<file path="src/rtl/adc_pkg.sv">
// Shared widths and calibration state encoding for the ADC slice unfold block.
package adc_pkg;

  localparam int NADC     = 8;
  localparam int NAVG_MAX = 8;
  // Sign + magnitude + worst-case growth from summing 2^NAVG_MAX samples.
  localparam int ACC_W    = NADC + 1 + NAVG_MAX;

  typedef enum logic [1:0] {
    CAL_IDLE  = 2'd0,
    CAL_ACCUM = 2'd1,
    CAL_DONE  = 2'd2
  } cal_state_t;

endpackage

</file>
<file path="src/rtl/adc_cal_avg.sv">
// Calibration averager: sums 2^len unfolded samples and reports their floored mean.
module adc_cal_avg
  import adc_pkg::*;
#(
  parameter int Nadc     = NADC,
  parameter int Navg_max = NAVG_MAX
) (
  input  logic          clk,
  input  logic          rst,
  input  logic          v1,
  input  logic [Nadc:0] u,
  input  logic          cal_start,
  input  logic [3:0]    avg_len,
  output logic          cal_busy,
  output logic          cal_done,
  output logic [Nadc:0] cal_mean
);

  localparam int AW = Nadc + 1 + Navg_max;
  localparam int CW = Navg_max + 1;

  cal_state_t            state_r;
  logic signed [AW-1:0]  acc_r;
  logic signed [AW-1:0]  acc_sum_s;
  logic signed [AW-1:0]  acc_shift_s;
  logic [CW-1:0]         cnt_r;
  logic [CW-1:0]         cnt_inc_s;
  logic [CW-1:0]         cnt_target_s;
  logic [3:0]            len_r;
  logic [3:0]            len_clamp_s;
  logic                  last_s;

  // Next accumulator/counter values and run-completion detection.
  always_comb begin
    acc_sum_s    = acc_r + $signed({{(AW-Nadc-1){u[Nadc]}}, u});
    acc_shift_s  = acc_sum_s >>> len_r;
    cnt_inc_s    = cnt_r + CW'(1);
    cnt_target_s = CW'(1) << len_r;
    last_s       = (cnt_inc_s == cnt_target_s);
    if (avg_len > 4'(Navg_max)) begin
      len_clamp_s = 4'(Navg_max);
    end else begin
      len_clamp_s = avg_len;
    end
  end

  // Calibration FSM with registered status and mean outputs.
  always_ff @(posedge clk or posedge rst) begin
    if (rst) begin
      state_r  <= CAL_IDLE;
      acc_r    <= '0;
      cnt_r    <= '0;
      len_r    <= 4'd0;
      cal_busy <= 1'b0;
      cal_done <= 1'b0;
      cal_mean <= '0;
    end else begin
      case (state_r)
        CAL_IDLE, CAL_DONE: begin
          if (cal_start) begin
            state_r  <= CAL_ACCUM;
            acc_r    <= '0;
            cnt_r    <= '0;
            len_r    <= len_clamp_s;
            cal_busy <= 1'b1;
            cal_done <= 1'b0;
          end
        end
        CAL_ACCUM: begin
          // Start requests are deliberately ignored while a run is active.
          if (v1) begin
            acc_r <= acc_sum_s;
            cnt_r <= cnt_inc_s;
            if (last_s) begin
              state_r  <= CAL_DONE;
              cal_mean <= acc_shift_s[Nadc:0];
              cal_busy <= 1'b0;
              cal_done <= 1'b1;
            end
          end
        end
        default: begin
          state_r  <= CAL_IDLE;
          cal_busy <= 1'b0;
          cal_done <= 1'b0;
        end
      endcase
    end
  end

endmodule

</file>
<file path="src/rtl/adc_slice_unfold.sv">
// Unfolds slice sign/magnitude into signed samples, removes offset with saturation,
// and feeds the calibration averager.
module adc_slice_unfold
  import adc_pkg::*;
#(
  parameter int Nadc     = NADC,
  parameter int Navg_max = NAVG_MAX
) (
  input  logic          clk,
  input  logic          rst,
  input  logic          en,
  input  logic          sign_in,
  input  logic [Nadc-1:0] mag_in,
  input  logic [Nadc:0] offset,
  input  logic [3:0]    avg_len,
  input  logic          cal_start,
  output logic [Nadc:0] data_out,
  output logic          valid_out,
  output logic          cal_busy,
  output logic          cal_done,
  output logic [Nadc:0] cal_mean
);

  logic [Nadc:0]   u_r;
  logic            v1_r;
  logic [Nadc:0]   mag_ext_s;
  logic [Nadc:0]   u_next_s;
  logic [Nadc+1:0] diff_s;
  logic [Nadc:0]   sat_s;

  // Unfold and offset-correct; one extra bit keeps the difference exact before clamping.
  always_comb begin
    mag_ext_s = {1'b0, mag_in};
    if (sign_in) begin
      u_next_s = mag_ext_s;
    end else begin
      u_next_s = (Nadc+1)'(0) - mag_ext_s;
    end
    diff_s = {u_r[Nadc], u_r} - {offset[Nadc], offset};
    if (diff_s[Nadc+1] != diff_s[Nadc]) begin
      sat_s = diff_s[Nadc+1] ? {1'b1, {Nadc{1'b0}}} : {1'b0, {Nadc{1'b1}}};
    end else begin
      sat_s = diff_s[Nadc:0];
    end
  end

  // Two-stage unfold/offset pipeline.
  always_ff @(posedge clk or posedge rst) begin
    if (rst) begin
      u_r       <= '0;
      v1_r      <= 1'b0;
      data_out  <= '0;
      valid_out <= 1'b0;
    end else begin
      v1_r      <= en;
      valid_out <= v1_r;
      if (en) begin
        u_r <= u_next_s;
      end
      if (v1_r) begin
        data_out <= sat_s;
      end
    end
  end

  adc_cal_avg #(
    .Nadc     (Nadc),
    .Navg_max (Navg_max)
  ) u_cal_avg (
    .clk       (clk),
    .rst       (rst),
    .v1        (v1_r),
    .u         (u_r),
    .cal_start (cal_start),
    .avg_len   (avg_len),
    .cal_busy  (cal_busy),
    .cal_done  (cal_done),
    .cal_mean  (cal_mean)
  );

endmodule

</file>
<file path="config.mk">
export PLATFORM = sky130hd
export DESIGN_NAME = adc_slice_unfold
export DESIGN_NICKNAME = d
export VERILOG_FILES = /design/src/rtl/adc_pkg.sv /design/src/rtl/adc_cal_avg.sv /design/src/rtl/adc_slice_unfold.sv
export SDC_FILE = /design/constraint.sdc
export NUM_CORES = 1
export LEC_CHECK = 0
export ABC_AREA = 1
export BUFFER_PORTS_ARGS = -buffer_cell sky130_fd_sc_hd__buf_2
export CORE_UTILIZATION = 65
export DETAILED_ROUTE_END_ITERATION = 10
export PLACE_DENSITY = 0.86
export SETUP_SLACK_MARGIN = 0.3
export SYNTH_ARGS = -nofsm -noshare
export SYNTH_HDL_FRONTEND = slang
export SYNTH_SLANG_ARGS = --single-unit
</file>
<file path="constraint.sdc">
create_clock -name clk -period 3.8 [get_ports clk]
set_input_delay 0.19 -clock clk [delete_from_list [all_inputs] [get_ports clk]]
set_output_delay 0.19 -clock clk [all_outputs]
set_load 0.1 [all_outputs]
</file>
==> results of run 1 <==
[worst max-delay path: stages (launching register included)]
cell,delay (ns)
dfrtp_1,0.80
inv_2,0.30
nor2_1,0.28
nand2_1,0.10
nand3_1,0.14
nand2_1,0.06
nor2_1,0.11
nand3_1,0.12
nor2_2,0.23
nand3_1,0.15
inv_1,0.10
nand2_1,0.05
nor2_1,0.10
nor2_1,0.04
[final cells by class]
type                    instances  area (µm²)
fillers                       634        1860
well taps                      99         124
clock inverters                 6        36.3
multi-input cells             615        2990
flip-flops and latches         62        1550
clock buffers                  10         128
repair buffers                 49         253
inverters                     112         422
[state kept, by name, summed over array words and instances, names as in the netlist]
signal / cells
v1_r: 1
u_cal_avg.cal_done: 1
data_out: 9
u_cal_avg.acc_r: 17
valid_out: 1
u_cal_avg.cal_mean: 9
u_cal_avg.state_r: 1
u_cal_avg.len_r: 4
u_cal_avg.cnt_r: 9
u_cal_avg.cal_busy: 1
u_r: 9
[power groups by stage]
stage / Combinational (mW) / Clock, mW / Sequential [mW]
global placement: 3.29 / 0 / 1.10
floorplan: 2.04 / 0 / 1.72
detailed placement: 3.36 / 0 / 1.12
global route: 3.79 / 0.541 / 1.14
CTS: 3.37 / 0.513 / 1.11
finish: 3.42 / 0.511 / 1.11
[cell families (layout without fill, tap and decap cells)]
| family | after synthesis | count (layout) | synth area share (%) |
|---|---|---|---|
| AO/OA/AOI/OAI | 82 | 82 | 8.77 |
| XOR/XNOR | 14 | 14 | 2.43 |
| adder cells (fa/ha/maj) | 29 | 29 | 7.50 |
| buffers and inverters | 127 | 177 | 9.76 |
| flip-flops | 62 | 62 | 30.8 |
| AND/OR/NAND/NOR | 490 | 490 | 40.7 |
[layer usage]
metal | global-route usage, % | routed length [µm] | vias up
met5 | 0 | 0 | -
li1 | - | - | 2654
met2 | 59.5 | 6300 | 198
met1 | 41.0 | 5660 | 2439
met3 | 4.74 | 724 | 41
met4 | 14.9 | 410 | 0
[worst min path at each step]
stage,slack [ns],cells after the start,to,start
after floorplan,0.22,0,v1_r,en
after global placement,0.41,3,u_cal_avg.len_r[0],avg_len[0]
after detailed placement,0.42,3,u_cal_avg.len_r[1],avg_len[1]
after CTS,0.04,3,u_cal_avg.len_r[1],avg_len[1]
after global routing,0.06,3,u_cal_avg.len_r[2],avg_len[2]
final,0.05,3,u_cal_avg.len_r[1],avg_len[1]
[cell usage in the layout, fill, tap and decap left out]
| cell type | instances |
|---|---|
| a21oi_1 | 20 |
| a22oi_1 | 1 |
| a31oi_1 | 2 |
| and2_0 | 1 |
| and2_1 | 4 |
| buf_2 | 46 |
| buf_4 | 3 |
| clkbuf_1 | 1 |
| clkbuf_8 | 9 |
| clkinv_2 | 5 |
| clkinvlp_4 | 1 |
| dfrtp_1 | 62 |
| fa_1 | 2 |
| ha_1 | 27 |
| inv_1 | 108 |
| inv_2 | 3 |
| inv_6 | 1 |
| nand2_1 | 269 |
| nand2_4 | 1 |
| nand3_1 | 112 |
| nand3b_1 | 5 |
| nand4_1 | 6 |
| nor2_1 | 83 |
| nor2_2 | 2 |
| nor3_1 | 4 |
| o211ai_1 | 2 |
| o21a_1 | 1 |
| o21ai_0 | 48 |
| o21ai_2 | 2 |
| o21bai_1 | 1 |
| o22ai_1 | 3 |
| o31ai_1 | 2 |
| or2_1 | 3 |
| xnor2_1 | 4 |
| xor2_1 | 10 |
==> qor.yml, run 1 <==
syn-num-nets: 859
clockBufferDepth: 2
yosys-top-cells-area: "dfrtp_1 (31%), nand2_1 (20%), nand3_1 (11%)"
finalHoldViolations: 0
netlist_area_mm2: 0.00504
via_per_inst: 5.59
wire_per_inst_um: 13.7
yosysSeqAreaShare_pct: 30.8
end_kind: "flip-flop"
final_area_mm2: 0.00551
setup.worst_path.start: "u_cal_avg.len_r[0]"
drt-initial-drc-count: 395
cp_data_required_time_ns: 4.05
fp-row-count: 31
syn2layout_area_growth_pct: 9.34
hold_path.class: "input port to flip-flop"
cts_tree: "done"
timing.rr.start: "u_cal_avg.len_r[0]"
drv_cap: 0
rsz0062_at_grt: "no"
critPathKind: "flip-flop to flip-flop"
p_total_mw: 5.04
fmax_ghz: 0.370
period_share_pct: 71.0
grt_pass1_vias: 5058
ys_ff_latch: 62
yosysMostFrequentCell: "nand2_1"
cts_resized: 0
numCtsBuffers: 9
vias: 5332
finish.utilization_pct: 74.7
die_w_um: 90.0
p_sw_mw: 2.98
pwr-share-seq_pct: 22.0
path_clk_slew_ns: 0.08
grt_max_degree: 63
synth_edf_count: 0
cts_root_buffer: "clkbuf_8"
crit_end: "u_cal_avg.cal_mean[7]"
relSlewSlack_pct: 49.8
grt_overflow: 0
ys_async_sr_fraction_pct: 100
synth_top_area_cell: "dfrtp_1"
ys_types: 33
insertion_delay_ns: 0.35
reg2reg_depth: 13
cp-start-kind: "flip-flop"
post-cts-setup-buffers: 0
ant_nets: 0
powerDensity_mw_per_mm2: 916
start_util_pct: 68.3
antenna_cells: 0
gp_congestion: 0.969
skew_ns: 0.0136
clock_power_share_pct: 10.1
combPwrFrac_pct: 67.8
synth_common_cells: "nand2_1 (269), nand3_1 (112), inv_1 (109)"
swShare_pct: 59.1
port-buffer-count: 46
synthCells: 804
setup_viol: 0
synth_area_per_cell_um2: 6.26
ys.flop_type: "dfrtp_1"
fin_cells: 953
status: "complete, no violations"
place_area_mm2: 0.00534
synth.top_cell.area_share_pct: 30.8
rr_endpoint: "u_cal_avg.cal_mean[7]"
whs_ns: 0.0529
grt_usage_pct: 33.8
crit_arrival_ns: 2.95
fin_tns_setup_ns: 0
cts_sinks: 62
drv_slew: 0
setup_slack_ns: 1.10
fin_crit_ns: 2.70
cellLeakagePower_nw: 3.10
yosysWarnings: 0
cell_internal_pwr_mw: 2.06
cts_max_level: 3
grt_pass1_wl_um: 22200
place_inst: 937
hpwlAfterDp_um: 10200
final_nets: 904
path_max_fanout: 21
worst_slew_pin_slew_ns: 0.753
antenna_found_initial: 0
die_area_mm2: 0.00810
totalWireLength_um: 13100
ctsHoldBuffers: 0
pin_count: 47
place_ws_ns: 1.21
drtPass1Iterations: 5
drive_above_1_share_pct: 8.55
drc: 0
regToRegSetupSlack_ns: 1.10
die_h_um: 90.0
core-area_mm2: 0.00737
ir_drop_uv: 818
Power figures use the tool's default switching activity.
==> inputs of run 2 (changes only) <==
- CORE_UTILIZATION: 65 -> 61
- PLACE_DENSITY: 0.86 -> 0.82
- clock period: 3.8 -> 2.8 ns (I/O delays scaled with it)
==> qor.yml, run 2 (synthesized netlist as in run 1, its figures left out) <==
status: "complete, no violations"  # unchanged
finalHoldViolations: 0  # unchanged
fp-row-count: 32  # was 31
p_total_mw: 7.22  # was 5.04 mW
setup_viol: 0  # unchanged
layout_commonest_cell: "nand2_1"  # unchanged
rsz0062_at_grt: "no"  # unchanged
relSlewSlack_pct: 45.9  # was 49.8%
cp_data_required_time_ns: 3.06  # was 4.05 ns
final_area_mm2: 0.00572  # was 0.00551 mm²
powerDensity_mw_per_mm2: 1260  # was 916 mW/mm²
hold_path.class: "input port to async pin"  # was input port to flip-flop
grt_usage_pct: 33.7  # was 33.8%
worst_slew_pin_slew_ns: 0.812  # was 0.753 ns
final_cell_mix: "nand2_1 (268), nand3_1 (110), inv_1 (108), nor2_1 (81), dfrtp_1 (61)"  # was nand2_1 (269), nand3_1 (112), inv_1 (108), nor2_1 (83), dfrtp_1 (62)
via_per_inst: 5.57  # was 5.59
wire_per_inst_um: 14.1  # was 13.7 µm
largest_register_ff_count: 17  # unchanged
final_nets: 914  # was 904
cp-start-kind: "flip-flop"  # unchanged
drt-initial-drc-count: 361  # was 395
die_area_mm2: 0.00862  # was 0.00810 mm²
fin_tns_setup_ns: 0  # unchanged
largest_register: "u_cal_avg.acc_r"  # unchanged
syn2layout_area_growth_pct: 13.6  # was 9.34%
hpwlAfterDp_um: 10200  # about the same
drc: 0  # unchanged
path_max_fanout: 4  # was 21
pin_count: 47  # unchanged
place_inst: 946  # was 937
crit_arrival_ns: 2.64  # was 2.95 ns
grt_pass1_wl_um: 22800  # was 22200 µm
vias: 5382  # was 5332
end_kind: "flip-flop"  # unchanged
cts_sinks: 62  # unchanged
fmax_ghz: 0.421  # was 0.370 GHz
grt_overflow: 0  # unchanged
critPathKind: "flip-flop to flip-flop"  # unchanged
clockBufferDepth: 2  # unchanged
antenna_cells: 0  # unchanged
path_clk_slew_ns: 0.08  # about the same
period_share_pct: 84.9  # was 71.0%
grt_pass1_vias: 5152  # was 5058
grt_max_degree: 63  # unchanged
place_ws_ns: 0.243  # was 1.21 ns
ant_nets: 0  # unchanged
gp_congestion: 0.893  # was 0.969
cts_root_buffer: "clkbuf_8"  # unchanged
place_area_mm2: 0.00539  # was 0.00534 mm²
drive_above_1_share_pct: 11.1  # was 8.55%
start_util_pct: 64.2  # was 68.3%
antenna_found_initial: 0  # unchanged
drv_cap: 0  # unchanged
finish.utilization_pct: 72.9  # was 74.7%
fin_cells: 966  # was 953
drv_slew: 0  # unchanged
cellLeakagePower_nw: 3.17  # was 3.10 nW
cts_tree: "done"  # unchanged
skew_ns: 0.0123  # was 0.0136 ns
die_h_um: 92.9  # was 90.0 µm
setup.worst_path.start: "u_cal_avg.acc_r[0]"  # was u_cal_avg.len_r[0]
numCtsBuffers: 9  # unchanged
whs_ns: 0.00599  # was 0.0529 ns
totalWireLength_um: 13600  # was 13100 µm
core-area_mm2: 0.00785  # was 0.00737 mm²
cts_max_level: 3  # unchanged
die_w_um: 92.9  # was 90.0 µm
drtPass1Iterations: 6  # was 5
port-buffer-count: 46  # unchanged
timing.rr.start: "u_cal_avg.acc_r[0]"  # was u_cal_avg.len_r[0]
insertion_delay_ns: 0.36  # was 0.35 ns
setup_slack_ns: 0.422  # was 1.10 ns
fin_crit_ns: 2.38  # was 2.70 ns
ir_drop_uv: 986  # was 818 µV
==> run 2: where the power goes <==
group	total [mW]	internal [mW]	switching [mW]
Sequential	1.47	1.22	0.251
Clock	0.931	0.530	0.401
Combinational	4.82	1.35	3.47
==> run 2: timing repair <==
item,in CTS,in global routing
gates resized for setup,1,15
hold buffers,2,0
endpoints found under the hold margin,2,0
setup buffers,0,2
setup endpoints to repair,6,16
==> run 2: final cells by class <==
cell class	count	area, µm²
Inverter	112	422
Tap cell	102	128
Clock buffer	10	138
Clock inverter	6	92.6
Fill cell	686	2120
Timing Repair Buffer	59	333
Sequential cell	62	1550
Multi-Input combinational cell	615	3060
==> run 2: final timing paths <==
kind	to	slack (ns)	cells after the start
setup / recovery	u_cal_avg.cal_mean[2]	0.42	16
hold / removal	u_cal_avg.cnt_r[4]	0.006	3
setup reg to reg	u_cal_avg.cal_mean[2]	0.42	16
hold reg to reg	u_cal_avg.cal_busy	0.47	2
max in group asynchronous	u_r[8]	2.20	3
min in group clk	u_cal_avg.len_r[0]	0.01	3
==> run 2: critical path, cell delays in order (launching register included) <==
cell	delay (ns)
dfrtp_1	0.39
ha_1	0.26
fa_2	0.39
nand2_1	0.09
nand2_1	0.08
nand3_1	0.09
nand2_1	0.10
nand2_1	0.12
nand2_1	0.09
nand2_1	0.07
nand3_1	0.12
nand2_1	0.10
nand2_1	0.06
nand3_1	0.08
nand2_1	0.05
nor2_1	0.13
nor2_1	0.05
==> run 2: per-layer routing <==
metal  track usage [%]  part of all wire, %  up-vias
li1                  -                    -     2681
met1              41.4                   43     2482
met2              58.6                   49      177
met3              4.11                  4.9       42
met5                 0                    0        -
met4              15.9                  3.5        0
